File: src/rtl/i2c_target_regs.sv
// I2C target with a byte-wide register-file port: START/STOP, 7-bit address, pointer, write/read bursts.
// Optional build macro I2C_TARGET_GLITCH_FILTER_EN adds a 3-sample majority filter on SCL/SDA.
module i2c_target_regs #(
  parameter logic [6:0] SLAVE_ADDR = 7'h50,
  parameter logic [7:0] PTR_RESET  = 8'h00
) (
  input  logic       CLK,
  input  logic       RST_N,
  input  logic       SCL,
  input  logic       SDA_IN,
  output logic       SDA_OE,
  output logic [7:0] REG_ADDR,
  output logic [7:0] REG_WDATA,
  output logic       REG_WE,
  output logic       REG_RE,
  input  logic [7:0] REG_RDATA,
  output logic       BUSY
);

  typedef enum logic [3:0] {
    IDLE     = 4'd0,
    ADDR     = 4'd1,
    ADDR_ACK = 4'd2,
    PTR      = 4'd3,
    PTR_ACK  = 4'd4,
    WR       = 4'd5,
    WR_ACK   = 4'd6,
    RD       = 4'd7,
    RD_ACK   = 4'd8,
    SKIP     = 4'd9
  } state_t;

  state_t     state_q, state_d;
  logic [2:0] cnt_q, cnt_d;
  logic [6:0] sh_q, sh_d;
  logic       rw_q, rw_d;
  logic       phase_q, phase_d;
  logic       ld_q, ld_d;
  logic       oe_q, oe_d;
  logic [7:0] addr_q, addr_d;
  logic [7:0] wdata_q, wdata_d;
  logic       we_q, we_d;
  logic       re_q, re_d;
  logic       busy_q, busy_d;

  // stage p0/p1: two-flop synchronisers, preset to the idle (released) bus level
  logic scl_p0, scl_p1, sda_p0, sda_p1;
  always_ff @(posedge CLK) begin
    if (!RST_N) begin
      scl_p0 <= 1'b1;
      scl_p1 <= 1'b1;
      sda_p0 <= 1'b1;
      sda_p1 <= 1'b1;
    end else begin
      scl_p0 <= SCL;
      scl_p1 <= scl_p0;
      sda_p0 <= SDA_IN;
      sda_p1 <= sda_p0;
    end
  end

  logic scl_l, sda_l;
`ifdef I2C_TARGET_GLITCH_FILTER_EN
  // stage p2: majority of the last three synchronised samples
  logic [1:0] scl_p2, sda_p2;

  function automatic logic maj3(input logic a, input logic b, input logic c);
    return (a & b) | (a & c) | (b & c);
  endfunction

  always_ff @(posedge CLK) begin
    if (!RST_N) begin
      scl_p2 <= 2'b11;
      sda_p2 <= 2'b11;
    end else begin
      scl_p2 <= {scl_p2[0], scl_p1};
      sda_p2 <= {sda_p2[0], sda_p1};
    end
  end

  assign scl_l = maj3(scl_p1, scl_p2[0], scl_p2[1]);
  assign sda_l = maj3(sda_p1, sda_p2[0], sda_p2[1]);
`else
  assign scl_l = scl_p1;
  assign sda_l = sda_p1;
`endif

  logic scl_q, sda_q;
  always_ff @(posedge CLK) begin
    if (!RST_N) begin
      scl_q <= 1'b1;
      sda_q <= 1'b1;
    end else begin
      scl_q <= scl_l;
      sda_q <= sda_l;
    end
  end

  logic scl_rise, scl_fall, start_det, stop_det;
  logic [7:0] byte_in;
  assign scl_rise  = scl_l & ~scl_q;
  assign scl_fall  = ~scl_l & scl_q;
  assign start_det = scl_l & scl_q & sda_q & ~sda_l;
  assign stop_det  = scl_l & scl_q & ~sda_q & sda_l;
  assign byte_in   = {sh_q, sda_l};

  always_ff @(posedge CLK) begin
    if (!RST_N) begin
      state_q <= IDLE;
      cnt_q   <= 3'd0;
      phase_q <= 1'b0;
      ld_q    <= 1'b0;
      oe_q    <= 1'b0;
      addr_q  <= PTR_RESET;
      wdata_q <= 8'h00;
      we_q    <= 1'b0;
      re_q    <= 1'b0;
      busy_q  <= 1'b0;
    end else begin
      state_q <= state_d;
      cnt_q   <= cnt_d;
      phase_q <= phase_d;
      ld_q    <= ld_d;
      oe_q    <= oe_d;
      addr_q  <= addr_d;
      wdata_q <= wdata_d;
      we_q    <= we_d;
      re_q    <= re_d;
      busy_q  <= busy_d;
    end
  end

  always_ff @(posedge CLK) begin
    sh_q <= sh_d;
    rw_q <= rw_d;
  end

  always_comb begin
    state_d = state_q;
    cnt_d   = cnt_q;
    sh_d    = sh_q;
    rw_d    = rw_q;
    phase_d = phase_q;
    ld_d    = 1'b0;
    oe_d    = oe_q;
    addr_d  = addr_q;
    wdata_d = wdata_q;
    we_d    = 1'b0;
    re_d    = 1'b0;
    busy_d  = busy_q;
    if (start_det) begin
      state_d = ADDR;
      cnt_d   = 3'd0;
      phase_d = 1'b0;
      oe_d    = 1'b0;
    end else if (stop_det) begin
      state_d = IDLE;
      phase_d = 1'b0;
      oe_d    = 1'b0;
      busy_d  = 1'b0;
    end else if (ld_q) begin
      // read data arrives one CLK after REG_RE; MSB goes straight onto the bus
      sh_d  = REG_RDATA[6:0];
      oe_d  = ~REG_RDATA[7];
      cnt_d = 3'd0;
    end else begin
      case (state_q)
        ADDR: if (scl_rise) begin
          sh_d  = byte_in[6:0];
          cnt_d = cnt_q + 3'd1;
          if (cnt_q == 3'd7) begin
            if (sh_q == SLAVE_ADDR) begin
              state_d = ADDR_ACK;
              rw_d    = sda_l;
              phase_d = 1'b0;
              busy_d  = 1'b1;
            end else begin
              state_d = SKIP;
              busy_d  = 1'b0;
            end
          end
        end
        ADDR_ACK, PTR_ACK, WR_ACK: begin
          // phase marks that the master has clocked our ACK bit
          if (scl_fall) begin
            if (!phase_q) begin
              oe_d = 1'b1;
            end else begin
              oe_d    = 1'b0;
              phase_d = 1'b0;
              cnt_d   = 3'd0;
              if (state_q == ADDR_ACK) begin
                if (rw_q) begin
                  state_d = RD;
                  re_d    = 1'b1;
                  ld_d    = 1'b1;
                end else begin
                  state_d = PTR;
                end
              end else if (state_q == PTR_ACK) begin
                state_d = WR;
              end else begin
                state_d = WR;
                addr_d  = addr_q + 8'd1;
              end
            end
          end else if (scl_rise && oe_q) begin
            phase_d = 1'b1;
          end
        end
        PTR: if (scl_rise) begin
          sh_d  = byte_in[6:0];
          cnt_d = cnt_q + 3'd1;
          if (cnt_q == 3'd7) begin
            addr_d  = byte_in;
            state_d = PTR_ACK;
            phase_d = 1'b0;
          end
        end
        WR: if (scl_rise) begin
          sh_d  = byte_in[6:0];
          cnt_d = cnt_q + 3'd1;
          if (cnt_q == 3'd7) begin
            wdata_d = byte_in;
            we_d    = 1'b1;
            state_d = WR_ACK;
            phase_d = 1'b0;
          end
        end
        RD: begin
          if (scl_fall) begin
            oe_d = ~sh_q[6];
            sh_d = {sh_q[5:0], 1'b0};
          end else if (scl_rise) begin
            cnt_d = cnt_q + 3'd1;
            if (cnt_q == 3'd7) begin
              state_d = RD_ACK;
              phase_d = 1'b0;
            end
          end
        end
        RD_ACK: begin
          // the pointer advances past every byte sent, whether ACKed or NACKed
          if (scl_fall) begin
            if (!phase_q) begin
              oe_d = 1'b0;
            end else begin
              phase_d = 1'b0;
              state_d = RD;
              re_d    = 1'b1;
              ld_d    = 1'b1;
            end
          end else if (scl_rise && !phase_q) begin
            addr_d = addr_q + 8'd1;
            if (sda_l) begin
              state_d = SKIP;
              busy_d  = 1'b0;
            end else begin
              phase_d = 1'b1;
            end
          end
        end
        default: ;
      endcase
    end
  end

  assign SDA_OE    = oe_q;
  assign REG_ADDR  = addr_q;
  assign REG_WDATA = wdata_q;
  assign REG_WE    = we_q;
  assign REG_RE    = re_q;
  assign BUSY      = busy_q;

endmodule

File: config.mk
export PLATFORM = sky130hd
export DESIGN_NAME = i2c_target_regs
export DESIGN_NICKNAME = d
export VERILOG_FILES = /design/src/rtl/i2c_target_regs.sv
export SDC_FILE = /design/constraint.sdc
export NUM_CORES = 1
export LEC_CHECK = 0
export CAP_MARGIN = 20
export CELL_PAD_IN_SITES_DETAIL_PLACEMENT = 0
export CELL_PAD_IN_SITES_GLOBAL_PLACEMENT = 1
export CORE_ASPECT_RATIO = 1.2
export CORE_UTILIZATION = 44
export DETAILED_ROUTE_END_ITERATION = 10
export PLACE_DENSITY_LB_ADDON = 0.1
export SLEW_MARGIN = 20
export SYNTH_ARGS = -nofsm -noshare
export SYNTH_HDL_FRONTEND = slang
export SYNTH_SLANG_ARGS = --single-unit
File: constraint.sdc
create_clock -name CLK -period 3.55 [get_ports CLK]
set_input_delay 0.5325 -clock CLK [delete_from_list [all_inputs] [get_ports CLK]]
set_output_delay 0.5325 -clock CLK [all_outputs]
set_load 0.02 [all_outputs]
# After elaboration in Yosys (flattened, before gate mapping)
# Index checks and enable logic that the tools add are counted.
# Widths: inputs -> output; s select.
[totals]
input_bits = 12
word_cells = 203
output_inout_bits = 20
register_bits = 42
[classes]
muxes = 77
eq_ne = 59
bitwise_logic = 19
reduce_logical = 28
add_sub_neg = 2
[ops]
columns = ["op", "count"]
rows = [
  ["$mux 4", 17],
  ["$mux 8", 8],
  ["$ne 3x3->1 const B", 16],
  ["$ne 4x4->1 const B", 11],
  ["$mux 1", 35],
  ["$ne 2x2->1 const B", 16],
  ["$reduce_and 16->1", 2],
  ["$pmux 4 s6", 1],
  ["$pmux 8 s3", 1],
  ["$mux 7", 3],
  ["$mux 3", 6],
  ["$eq 4x3->1 const B", 4],
  ["$ne 5x5->1 const B", 3],
  ["$reduce_and 5->1", 3],
  ["$pmux 7 s2", 1],
  ["$not 1->1", 12],
  ["$reduce_and 12->1", 1],
  ["$pmux 3 s3", 1],
  ["$reduce_and 9->1", 1],
  ["$reduce_bool 3->1", 3],
  ["$reduce_or 3->1", 3],
  ["$add 8x1->8 const B", 1],
  ["$eq 4x2->1 const B", 2],
  ["$reduce_and 8->1", 1],
  ["22 further kinds", 33],
]

# Depth between registers and ports, before layout
[logic_depth]
ltp_word = 9
ltp_mapped = 9
depth_no_buf = 7

# Worst setup path after synthesis
# No wires, ideal clock.
[synth_path]
path_type = "register to register"
startpoint = "register sh_q[2]"
endpoint = "register state_q[1]"
arrival_ns = 1.710
required_time_ns = 3.464
path_stages_with_launch = 7
setup_slack_ns = 1.754
period_less_slack_ns = 1.796
setup_ns = 0.086
path_buffers = 0
cell_sequence = "edfxtp_1 > nor4b_2 > nand3_1 > a2111oi_0 > a211o_1 > nor2_1 > a211oi_1"
[synth_via]
elab_chain_cells = 5
[synth_rtl]
columns = ["element", "line", "source"]
rows = [
  ["from (decl)", "35", "logic [6:0] sh_q, sh_d;"],
  ["from (signal assigned)", "134", "sh_q <= sh_d;"],
  ["$eq 7x7->1", "172", "if (sh_q == SLAVE_ADDR) begin"],
  ["$mux 4", "172", ""],
  ["$mux 4", "171", "if (cnt_q == 3'd7) begin"],
  ["$mux 4", "168", "ADDR: if (scl_rise) begin"],
  ["$pmux 4 s6", "167", "case (state_q)"],
  ["to (signal assigned)", "120", "state_q <= state_d;"],
  ["to (decl)", "33", "state_t state_q, state_d;"],
]
# Every way passes these cells. The select of a mux whose other input is x is not followed.
# A chain may end at the register's enable or synchronous reset.

# Final worst setup path
[layout_path]
startpoint = "register state_q[3]"
endpoint = "register addr_q[0], in the netlist REG_ADDR[0]"
[layout_via]
elab_chain_cells = 4
word_cells_on_any_way = 17
cone_classes = "13 x eq/ne; 1 x mux; 3 x reduce/logical"
[layout_rtl]
columns = ["element", "line", "source"]
rows = [
  ["$eq 4x2->1 (tied with other cells)", "167, 192", ""],
  ["$reduce_or 3->1", "167", ""],
  ["$ne 2x2->1 (no source line) or $reduce_bool 3->1 (tied branches)", "--", ""],
  ["$reduce_and 12->1 (no source line)", "--", ""],
  ["to (signal assigned)", "125", "addr_q <= addr_d;"],
  ["to (decl)", "40", "logic [7:0] addr_q, addr_d;"],
]
# Parallel ways exist; a longest one is shown, timed or not.

==> run_results.csv <==
group,metric,value,unit
logic_synthesis,yosys.cell_types.count,62,
sta,final-hold-violation-count,0,
die,rows,29,
logic_synthesis,synth.cell_area,2470,um2
final_layout,n_fill_cell,504,
grt,antenna_found_initial,0,
placed_design,hpwl,4260,um
placed_design,routabilityCongestion,0.875,
detailed_routing,route.final.wire_length,6070,um
sta,period_share,71.1,%
sta,clock.fmax,396,MHz
logic_synthesis,syn_area_per_cell,8.27,um2
clock_tree,post_cts_buffers,0,
grt,grt_pass1_wl,10100,um
final_layout,area_growth,17.8,%
grt,grt_overflow,0,
final_layout,fin_nets,334,
detailed_routing,firstDrtPassIters,4,
die,start_util,46.4,%
pwr,peakVddDrop,224,uV
sta,whs,0.416,ns
placed_design,dpl.cell_count,374,
clock_tree,root_buffer,"clkbuf_8",
logic_synthesis,synth-seq-cells,42,
pwr,pwr-share-seq,37.6,%
sta,rsz0062_at_grt,"no",
sta,slew_viol_final,0,
placed_design,preCtsSetupSlack,1.03,ns
pwr,combPwrFrac,36.7,%
detailed_routing,ant_nets,0,
die,die_x,70.4,um
grt,grtUsageTotal,21.4,%
hold_path,worst_hold_path_type,"reg -> reg",
die,fp.coreArea,5330,um2
clock_tree,cts_buffers,5,
die,die_height,84.1,um
pwr,p_sw,0.550,mW
pwr,total_leakage_power,1.00,nW
final_layout,layout.cells.non_filler,382,
run_status,status,"complete, no violations",
logic_synthesis,synth-async-reset-ratio,0,%
final_layout,design_area,2910,um2
logic_synthesis,synth_nets,314,
logic_synthesis,synthesis.instances,299,
clock_tree,cts.reportedPaths.clkPinSlew,0.08,ns
clock_tree,holdBufCountCts,0,
grt,grt_pass1_vias,2074,
pwr,p_clk_share,25.7,%
setup_path,cp_data_arrival_time,2.71,ns
setup_path,setup.worst_path.start_class,"flop",
setup_path,end_kind,"flop",
sta,setup_violations,0,
flow_run,cap_viol_max_count,0,
placed_design,placed_area,2800,um2
clock_tree,insertion_delay,0.29,ns
sta,postLayoutSetupSlackWorst,1.02,ns
sta,slew-limit-headroom,47.4,%
placed_design,port_buffers,31,
die,die-area,5930,um2
pwr,p_per_area,525,nW/um2
final_layout,drive_gt1_share,9.69,%
die,io_pins,32,
clock_tree,cts_resized,0,
setup_path,required,3.74,ns
logic_synthesis,ys_seq_area_share,37.2,%
detailed_routing,routed_via_density,5.85,
logic_synthesis,yosys_warnings,0,
clock_tree,clkSinkCount,42,
final_layout,diodes,0,
logic_synthesis,synth-edff-count,8,
setup_path,critPathKind,"reg -> reg",
detailed_routing,vias,2233,
sta,setup-tns-final,0,ns
clock_tree,cts_tree,"built",
sta,timing.final.crit_period,2.53,ns
sta,worst_slew_pin_slew,0.788,ns
detailed_routing,wl_per_cell,15.9,um
pwr,p_int,0.979,mW
clock_tree,ctsLongestPathBuffers,2,
logic_synthesis,synth_flop_cell,"dfxtp_1",
sta,skew,0.00305,ns
detailed_routing,drcViolationCount,0,
pwr,swShare,36.0,%
grt,grt_max_degree,35,
detailed_routing,first_iter_violations,268,
clock_tree,h-tree-depth,2,
setup_path,cp_max_fo,19,
==> sequential cells by signal, indices dropped and copies added (netlist names) <==
signal,cells
BUSY,1
state_q,4
sda_l,1
REG_RE,1
sda_p0,1
SDA_OE,1
REG_WDATA,8
REG_ADDR,8
scl_q,1
sh_q,7
scl_l,1
REG_WE,1
cnt_q,3
phase_q,1
sda_q,1
rw_q,1
scl_p0,1
==> through the flow <==
step | util [%] | power [mW]
2_1_floorplan | - | 1.03
3_3_place_gp | 52.4 | 1.15
3_5_place_dp | 52.4 | 1.13
4_1_cts | 54.6 | 1.53
5_1_grt | 54.6 | 1.62
6_report | 54.6 | 1.53
==> routing by layer <==
layer / track usage (%) / share of wire (%) / vias to the layer above
li1: - / - / 1109
met4: 7.82 / 2.0 / 0
met1: 28.6 / 45 / 1041
met3: 3.36 / 5.0 / 11
met5: 0 / 0 / -
met2: 34.8 / 48 / 72
==> cell families (layout without fill, tap and decap cells) <==
kind of cell | Yosys count | count (layout) | synth area share [%]
AND/OR/NAND/NOR | 128 | 128 | 26.3
AO/OA/AOI/OAI | 75 | 75 | 20.5
flip-flops | 42 | 42 | 37.2
buffers and inverters | 29 | 50 | 5.31
multiplexers | 20 | 20 | 8.45
adder cells (fa/ha/maj) | 3 | 3 | 1.52
XOR/XNOR | 2 | 2 | 0.708
==> critical path, stage by stage (launching register included) <==
cell	delay, ns
dfxtp_1	0.69
nor3b_2	0.46
a22oi_1	0.17
o211ai_2	0.55
mux2_1	0.38
o21a_1	0.18
==> final timing paths <==
check                     startpoint                        to  slack, ns  cells after the start
max          state_q[3]$_SDFFE_PP0P_  REG_ADDR[0]$_SDFFE_PN0P_       1.02                      5
min                scl_p0$_SDFF_PN1_          scl_l$_SDFF_PN1_       0.42                      1
max reg2reg  state_q[3]$_SDFFE_PP0P_  REG_ADDR[0]$_SDFFE_PN0P_       1.02                      5
min reg2reg        scl_p0$_SDFF_PN1_          scl_l$_SDFF_PN1_       0.42                      1
==> power by group through the flow <==
stage / sequential (mW) / combinational (mW) / clock, mW
4_1_cts: 0.572 / 0.554 / 0.400
6_report: 0.574 / 0.561 / 0.393
2_1_floorplan: 0.539 / 0.487 / 0
3_5_place_dp: 0.583 / 0.551 / 0
5_1_grt: 0.580 / 0.615 / 0.425
3_3_place_gp: 0.583 / 0.562 / 0
==> area by class of cell <==
cell class	instances	area [um2]	area share, %
Timing Repair Buffer	36	348	11.9
Clock inverter	1	30.0	1.03
Multi-Input combinational cell	228	1430	49.0
Tap cell	62	77.6	2.66
Clock buffer	7	86.3	2.96
Inverter	6	22.5	0.773
Sequential cell	42	921	31.6
==> placed cells by master (no fill, tap or decap), types with 2 or more instances in the layout <==
cell type,n
nand3_1,12
buf_4,5
clkdlybuf4s50_1,31
nor2_1,23
xnor2_1,2
a211oi_1,3
ha_1,3
nand2b_1,13
nor3_1,5
o31ai_1,5
and2_1,2
clkbuf_8,6
inv_2,2
inv_1,3
mux2i_1,13
o21a_1,2
a22oi_1,2
nor4_1,2
o32a_1,2
edfxtp_1,8
nor2b_1,12
nand2_1,42
a21oi_1,20
o21ai_0,9
o21ai_1,3
dfxtp_1,34
o211ai_1,3
mux2_2,6
nand4b_1,2
o22ai_1,10
or2_2,3
a32oi_1,2
==> synthesized netlist by cell type, drive strengths merged (6+ instances only) <==
master	number	area (um2)
edfxtp	8	240
o22ai	10	62.6
mux2i	13	130
nor2	24	92.6
nand2	42	158
nand2b	13	81.3
mux2	7	78.8
nand3	12	60.1
nor2b	12	75.1
clkbuf	11	41.3
nor3	6	35.0
a21oi	20	100
o21ai	12	60.1
dfxtp	34	681
buf	12	67.6
No activity file was read; power rests on OpenSTA's default activity.
